## src/rtl/jtdsp16_seq.sv

```systemverilog
// jtdsp16_seq: JTDSP16 program sequencer with return stack, interrupts and zero-overhead do loop; define JTDSP16_SEQ_ERR_EN for sticky error flags
module jtdsp16_seq #(
  parameter int AW        = 16,
  parameter int SDEPTH    = 4,
  parameter int CW        = 7,
  parameter int NW        = 4,
  parameter int IRQ_VEC   = 1,
  parameter int ICALL_VEC = 2
) (
  input  logic                      clk,
  input  logic                      rst_n,
  input  logic                      cen,
  input  logic                      goto_ja,
  input  logic                      goto_pt,
  input  logic                      call_ja,
  input  logic                      call_pt,
  input  logic                      ret,
  input  logic                      iret,
  input  logic                      icall,
  input  logic                      ext_irq,
  input  logic                      shadow,
  input  logic                      post_inc,
  input  logic                      pt_load,
  input  logic [AW-1:0]             pt_din,
  input  logic                      do_start,
  input  logic [NW-1:0]             do_len,
  input  logic [CW-1:0]             do_cnt,
  input  logic [11:0]               i_field,
`ifdef JTDSP16_SEQ_ERR_EN
  output logic                      stk_ovf,
  output logic                      stk_unf,
  output logic                      loop_abort,
`endif
  output logic [AW-1:0]             rom_addr,
  output logic [AW-1:0]             pt,
  output logic                      loop_active,
  output logic [$clog2(SDEPTH):0]   stack_level
);
  localparam int SW = $clog2(SDEPTH);
  typedef enum logic {IDLE, ACTIVE} st_t;
  st_t st_q;
  logic [AW-1:0] pc_q, pi_q, pt_q, pc_d, pt_d, next_pc, lp_start_q, lp_end_q;
  logic [CW-1:0] rem_q;
  logic [SW-1:0] sp_q, sp_m1;
  logic [SW:0]   lvl_q;
  logic [AW-1:0] stk_q [SDEPTH];
  logic jmp, hi, push, pop, wrap, start, abort;
  assign rom_addr    = pc_q;
  assign pt          = pt_q;
  assign loop_active = st_q == ACTIVE;
  assign stack_level = lvl_q;
  // priority-resolved next pc, stack and loop events; ext_irq masks all lower-priority side effects
  always_comb begin
    next_pc = pc_q + 1'b1;
    sp_m1   = sp_q - 1'b1;
    jmp     = goto_ja | call_ja | goto_pt | call_pt | ret;
    hi      = ext_irq | icall | jmp | iret;
    push    = !ext_irq && !icall && (call_ja || (!goto_ja && call_pt));
    pop     = !ext_irq && !icall && !(goto_ja || call_ja || goto_pt || call_pt) && ret;
    abort   = st_q == ACTIVE && !ext_irq && !icall && jmp;
    wrap    = st_q == ACTIVE && pc_q == lp_end_q && !shadow && !hi;
    start   = st_q == IDLE && do_start && !ext_irq && do_len != '0 && do_cnt != '0;
    pc_d    = ext_irq               ? AW'(IRQ_VEC)                :
              icall                 ? AW'(ICALL_VEC)              :
              (goto_ja || call_ja)  ? {pc_q[AW-1:12], i_field}    :
              (goto_pt || call_pt)  ? pt_q                        :
              ret                   ? stk_q[sp_m1]                :
              iret                  ? pi_q                        :
              (wrap && rem_q > CW'(1)) ? lp_start_q               : next_pc;
    pt_d    = pt_load  ? pt_din :
              post_inc ? pt_q + {{(AW-12){i_field[11]}}, i_field} : pt_q;
  end
  // pc, interrupt return address and table pointer
  always_ff @(posedge clk or negedge rst_n) begin
    if (!rst_n) begin
      pc_q <= '0;
      pi_q <= '0;
      pt_q <= '0;
    end else if (cen) begin
      pc_q <= pc_d;
      pt_q <= pt_d;
      if (ext_irq) pi_q <= pc_q;
      else if (icall) pi_q <= next_pc;
    end
  end
  // return stack storage; contents need no reset
  always_ff @(posedge clk) begin
    if (cen && push) stk_q[sp_q] <= next_pc;
  end
  // circular stack pointer and saturating occupancy
  always_ff @(posedge clk or negedge rst_n) begin
    if (!rst_n) begin
      sp_q  <= '0;
      lvl_q <= '0;
`ifdef JTDSP16_SEQ_ERR_EN
      stk_ovf <= 1'b0;
      stk_unf <= 1'b0;
`endif
    end else if (cen) begin
      if (push) begin
        sp_q  <= sp_q + 1'b1;
        lvl_q <= lvl_q == (SW+1)'(SDEPTH) ? lvl_q : lvl_q + 1'b1;
      end else if (pop) begin
        sp_q  <= sp_m1;
        lvl_q <= lvl_q == '0 ? lvl_q : lvl_q - 1'b1;
      end
`ifdef JTDSP16_SEQ_ERR_EN
      if (push && lvl_q == (SW+1)'(SDEPTH)) stk_ovf <= 1'b1;
      if (pop && lvl_q == '0) stk_unf <= 1'b1;
`endif
    end
  end
  // do-loop FSM: latch bounds on start, count wraps, drop out on last pass or abort
  always_ff @(posedge clk or negedge rst_n) begin
    if (!rst_n) begin
      st_q       <= IDLE;
      lp_start_q <= '0;
      lp_end_q   <= '0;
      rem_q      <= '0;
`ifdef JTDSP16_SEQ_ERR_EN
      loop_abort <= 1'b0;
`endif
    end else if (cen) begin
      if (st_q == IDLE) begin
        if (start) begin
          st_q       <= ACTIVE;
          lp_start_q <= next_pc;
          lp_end_q   <= pc_q + AW'(do_len);
          rem_q      <= do_cnt;
        end
      end else if (abort) begin
        st_q <= IDLE;
      end else if (wrap) begin
        if (rem_q > CW'(1)) rem_q <= rem_q - 1'b1;
        else st_q <= IDLE;
      end
`ifdef JTDSP16_SEQ_ERR_EN
      if (abort) loop_abort <= 1'b1;
`endif
    end
  end
endmodule

```

## config.mk

```make
export PLATFORM = sky130hd
export DESIGN_NAME = jtdsp16_seq
export DESIGN_NICKNAME = d
export VERILOG_FILES = /design/src/rtl/jtdsp16_seq.sv
export SDC_FILE = /design/constraint.sdc
export NUM_CORES = 1
export LEC_CHECK = 0
export ABC_AREA = 1
export CAP_MARGIN = 20
export CORE_MARGIN = 1.5
export CORE_UTILIZATION = 45
export CTS_BUF_LIST = sky130_fd_sc_hd__clkbuf_4 sky130_fd_sc_hd__clkbuf_8
export DETAILED_ROUTE_END_ITERATION = 10
export GPL_TIMING_DRIVEN = 0
export PLACE_DENSITY_LB_ADDON = 0.2
export RECOVER_POWER = 100
export SLEW_MARGIN = 5
export SYNTH_ARGS = -nofsm -noshare
export SYNTH_HDL_FRONTEND = slang
export SYNTH_SLANG_ARGS = --single-unit
```

## constraint.sdc

```tcl
create_clock -name clk -period 2.7 [get_ports clk]
set_clock_uncertainty 0.2 [all_clocks]
set_input_delay 0.81 -clock clk [delete_from_list [all_inputs] [get_ports clk]]
set_output_delay 0.81 -clock clk [all_outputs]
set_load 0.02 [all_outputs]
```

==> impl_summary.txt <==
----------------------------------------------------
[Logic synthesis]
  Primary flip-flop cell chosen by synthesis mapping ... dfrtp_1
  Nets in the synthesized netlist ... 1216
  Number of register bits inferred by synthesis ... roughly 160
  Seq/Total Area, Yosys ... 0.466
  Top post-synthesis cells by count ... nand2_1, inv_1, o21ai_0
  Proportion of register bits with asynchronous set or reset after synthesis ... 0.592
  Distinct cells, synth ... 48
  Cell area after synthesis ... ~0.0091 mm²
  Post-synth EDFFs ... 64
  Largest cells by area after synthesis ... dfrtp_1, edfxtp_1, nand2_1
  Number of standard cells after synthesis ... 1133
  Library cell with the highest instance count after synthesis ... nand2_1
  Avg Inst Size Synth ... about 8 µm²
  Area share of the largest cell type after synthesis ... 0.255
  Yosys warning count ... 0
  Largest area contributor in the synthesized netlist ... dfrtp_1

[Final layout]
  Flip-flop and latch area ... between 0.004 and 0.005 mm²
  Number of standard cells in the final layout excluding fillers ... about 1.5k
  Antenna cell count ... 0
  Area of the multi-input gates ... about 0.0044 mm²
  Layout cell share with drive strength beyond 1 ... 0.146
  # nets final ... about 1.3k
  Post-layout util ... 0.578
  Layout Area Growth over Synthesis ... 24.7%
  Number of filler instances in the final layout ... 1845

[Floorplanning]
  Core ar. ... slightly below 0.02 mm²
  Floorplan die area ... 0.0211 mm²
  Total I/O pin count ... 90
  Row count ... roughly 50
  Width of the die ... 145 µm
  Effective utilization at floorplan ... 0.464
  Die Y ... 145 µm

[STA]
  Total negative slack for setup checks ... 0 ps
  RSZ-0062 raised after global routing ... yes
  Hold violation total from the final report ... 0
  Share of the clock period used by the worst path ... 0.977
  Setup violators final ... 0
  Count of final max-slew check failures ... 0
  Transition time at the pin with the least slew margin ... 1090 ps
  Fmax ... between 300 and 400 MHz
  Min Clock Period, post-route ... roughly 2600 ps
  Worst max-slew margin expressed relative to the limit ... 0.274

[Worst setup path]
  Worst-path maximum fanout ... 6
  Worst Path Required ... approximately 1700 ps
  Crit path arrival time ... ~1600 ps
  Register-to-register path setup slack ... approximately 130 ps
  Critical Path End Type ... output pin
  CP Launch Type ... flop
  Startpoint-to-endpoint class of the critical path ... reg2out

[Clock network]
  H-tree level count ... 4
  Root buffer cell ... clkbuf_8
  CTS tree ... done
  Clk_lat worst skew ... between 400 and 500 ps
  Deepest clock path buffer count ... 2
  Total clock sinks ... around 160
  Clock-pin slew on the worst setup and hold paths ... approximately 90 ps
  Number of buffers added by the clock tree synthesis step ... 17

[Global routing]
  Antenna violations before repair ... 0
  First-pass GRT wire length ... ~43000 µm
  Pin count of the biggest net entering global routing ... 54
  Overall track demand over capacity in global routing ... 0.261
  Via count of the first global-routing pass ... just under 8k
  Grt ovf ... 0

[Detailed routing]
  Routed vias ... 8247
  Total Wirelength ... approximately 27000 µm
  Mean routed wirelength per cell ... 17.4 µm
  DR DRC count ... 0
  Antenna viol nets, final ... 0
  First-pass iteration count of the detailed router ... 5
  Per-cell via count in the routed design ... roughly 5.3
  Starting DRT DRC Count ... just over 600

[Place]
  Number of buffers added on ports ... a little under 90
  Post-detail-place hpwl ... approximately 20000 µm
  Cells after DPL ... approximately 1.5k
  Gpl congestion ... ~0.97

[Outcome]
  Result of the run ... completed

[Power]
  Power density of the placed cells ... ~750 mW/mm²
  Static Leakage ... 0.00499 µW
  Peak supply drop ... 377 µV

[Run]
  Maximum capacitance violations ... 0

[Min path]
  Worst hold path type ... reg2reg

----------------------------------------------------
==> cells by family after synthesis <==
family,share of synthesized area
AOI/OAI and AO/OA,0.166
adders and majority gates,0.0423
xor gates and xnor gates,0.0298
buffers and inverters,0.0819
and+or+nand+nor,0.214
DFF,0.466
==> timing repair <==
action                     4_1_cts  5_1_grt
resized for setup               57       59
setup endpoints to repair      135       68
hold buffers                     0        0
gates cloned                     1        0
buffers inserted                 9       12
pin swaps                        7       18
==> final timing paths <==
kind / depth (start not counted) / start / to
max in group asynchronous: 2 / rst_n / sp_q[0]
worst max register to register: 16 / sp_q[0] / rom_addr[1]
min in group asynchronous: 1 / rst_n / rem_q[0]
worst min register to register: 2 / pi_q[15] / pi_q[15]
worst max-delay path: 2 / rom_addr[0] / rom_addr[0]
worst min-delay path: 2 / pi_q[15] / pi_q[15]
==> sequential cells by signal (all words and copies together) (netlist names) <==
signal	count
rom_addr	16
rem_q	7
lp_end_q	16
sp_q	2
stack_level	3
pt	16
stk_q	64
pi_q	16
lp_start_q	16
loop_active	1
==> where the power goes <==
part	switching, µW	internal, µW	leakage (µW)
clock	1010	950	0.000217
combinational	2090	1370	0.00301
sequential	278	2880	0.00176
total	3370	5200	0.00499
==> metrics by stage <==
step | area, µm² | worst slack, ps | total power (µW) | hold WS [ps]
2_1_floorplan | 9120 | 4.55 | 5230 | 242
3_3_place_gp | 10300 | -3170 | 6220 | 256
3_5_place_dp | 10400 | -1060 | 6290 | 263
4_1_cts | 11100 | -8.29 | 8400 | 129
5_1_grt | 11400 | -7.71 | 9110 | 307
6_report | 11400 | 63.2 | 8570 | 288
==> critical path, stage by stage (launching register included) <==
cell	delay [ps]
dfrtp_2	440
buf_4	140
clkdlybuf4s50_1	590
==> area by class of cell <==
class                           instances  share of cell area
Multi-Input combinational cell        791               0.391
Clock inverter                         15              0.0182
Clock buffer                           17              0.0206
Inverter                              138              0.0469
Sequential cell                       157               0.375
Buffer                                 46              0.0227
Tap cell                              265              0.0292
Timing Repair Buffer                  113              0.0970
==> cell usage in the layout (no fill, tap or decap), types with 26 or more instances in the layout <==
master | synthesis | final
clkdlybuf4s50_1 | 0 | 72
o21ai_0 | 104 | 97
dfrtp_1 | 93 | 84
a21oi_1 | 84 | 79
clkbuf_1 | 33 | 26
nand3_1 | 33 | 27
nor2_1 | 64 | 53
nand2_1 | 324 | 323
inv_1 | 119 | 114
edfxtp_1 | 64 | 64
==> layer usage <==
metal  track usage  up-vias  share of wire
met5             0        -              0
met1         0.360     3889           0.44
li1              -     4024              -
met3        0.0382       52          0.061
met2         0.417      282           0.47
met4        0.0990        0          0.031
(Power assumes the default switching activity.)
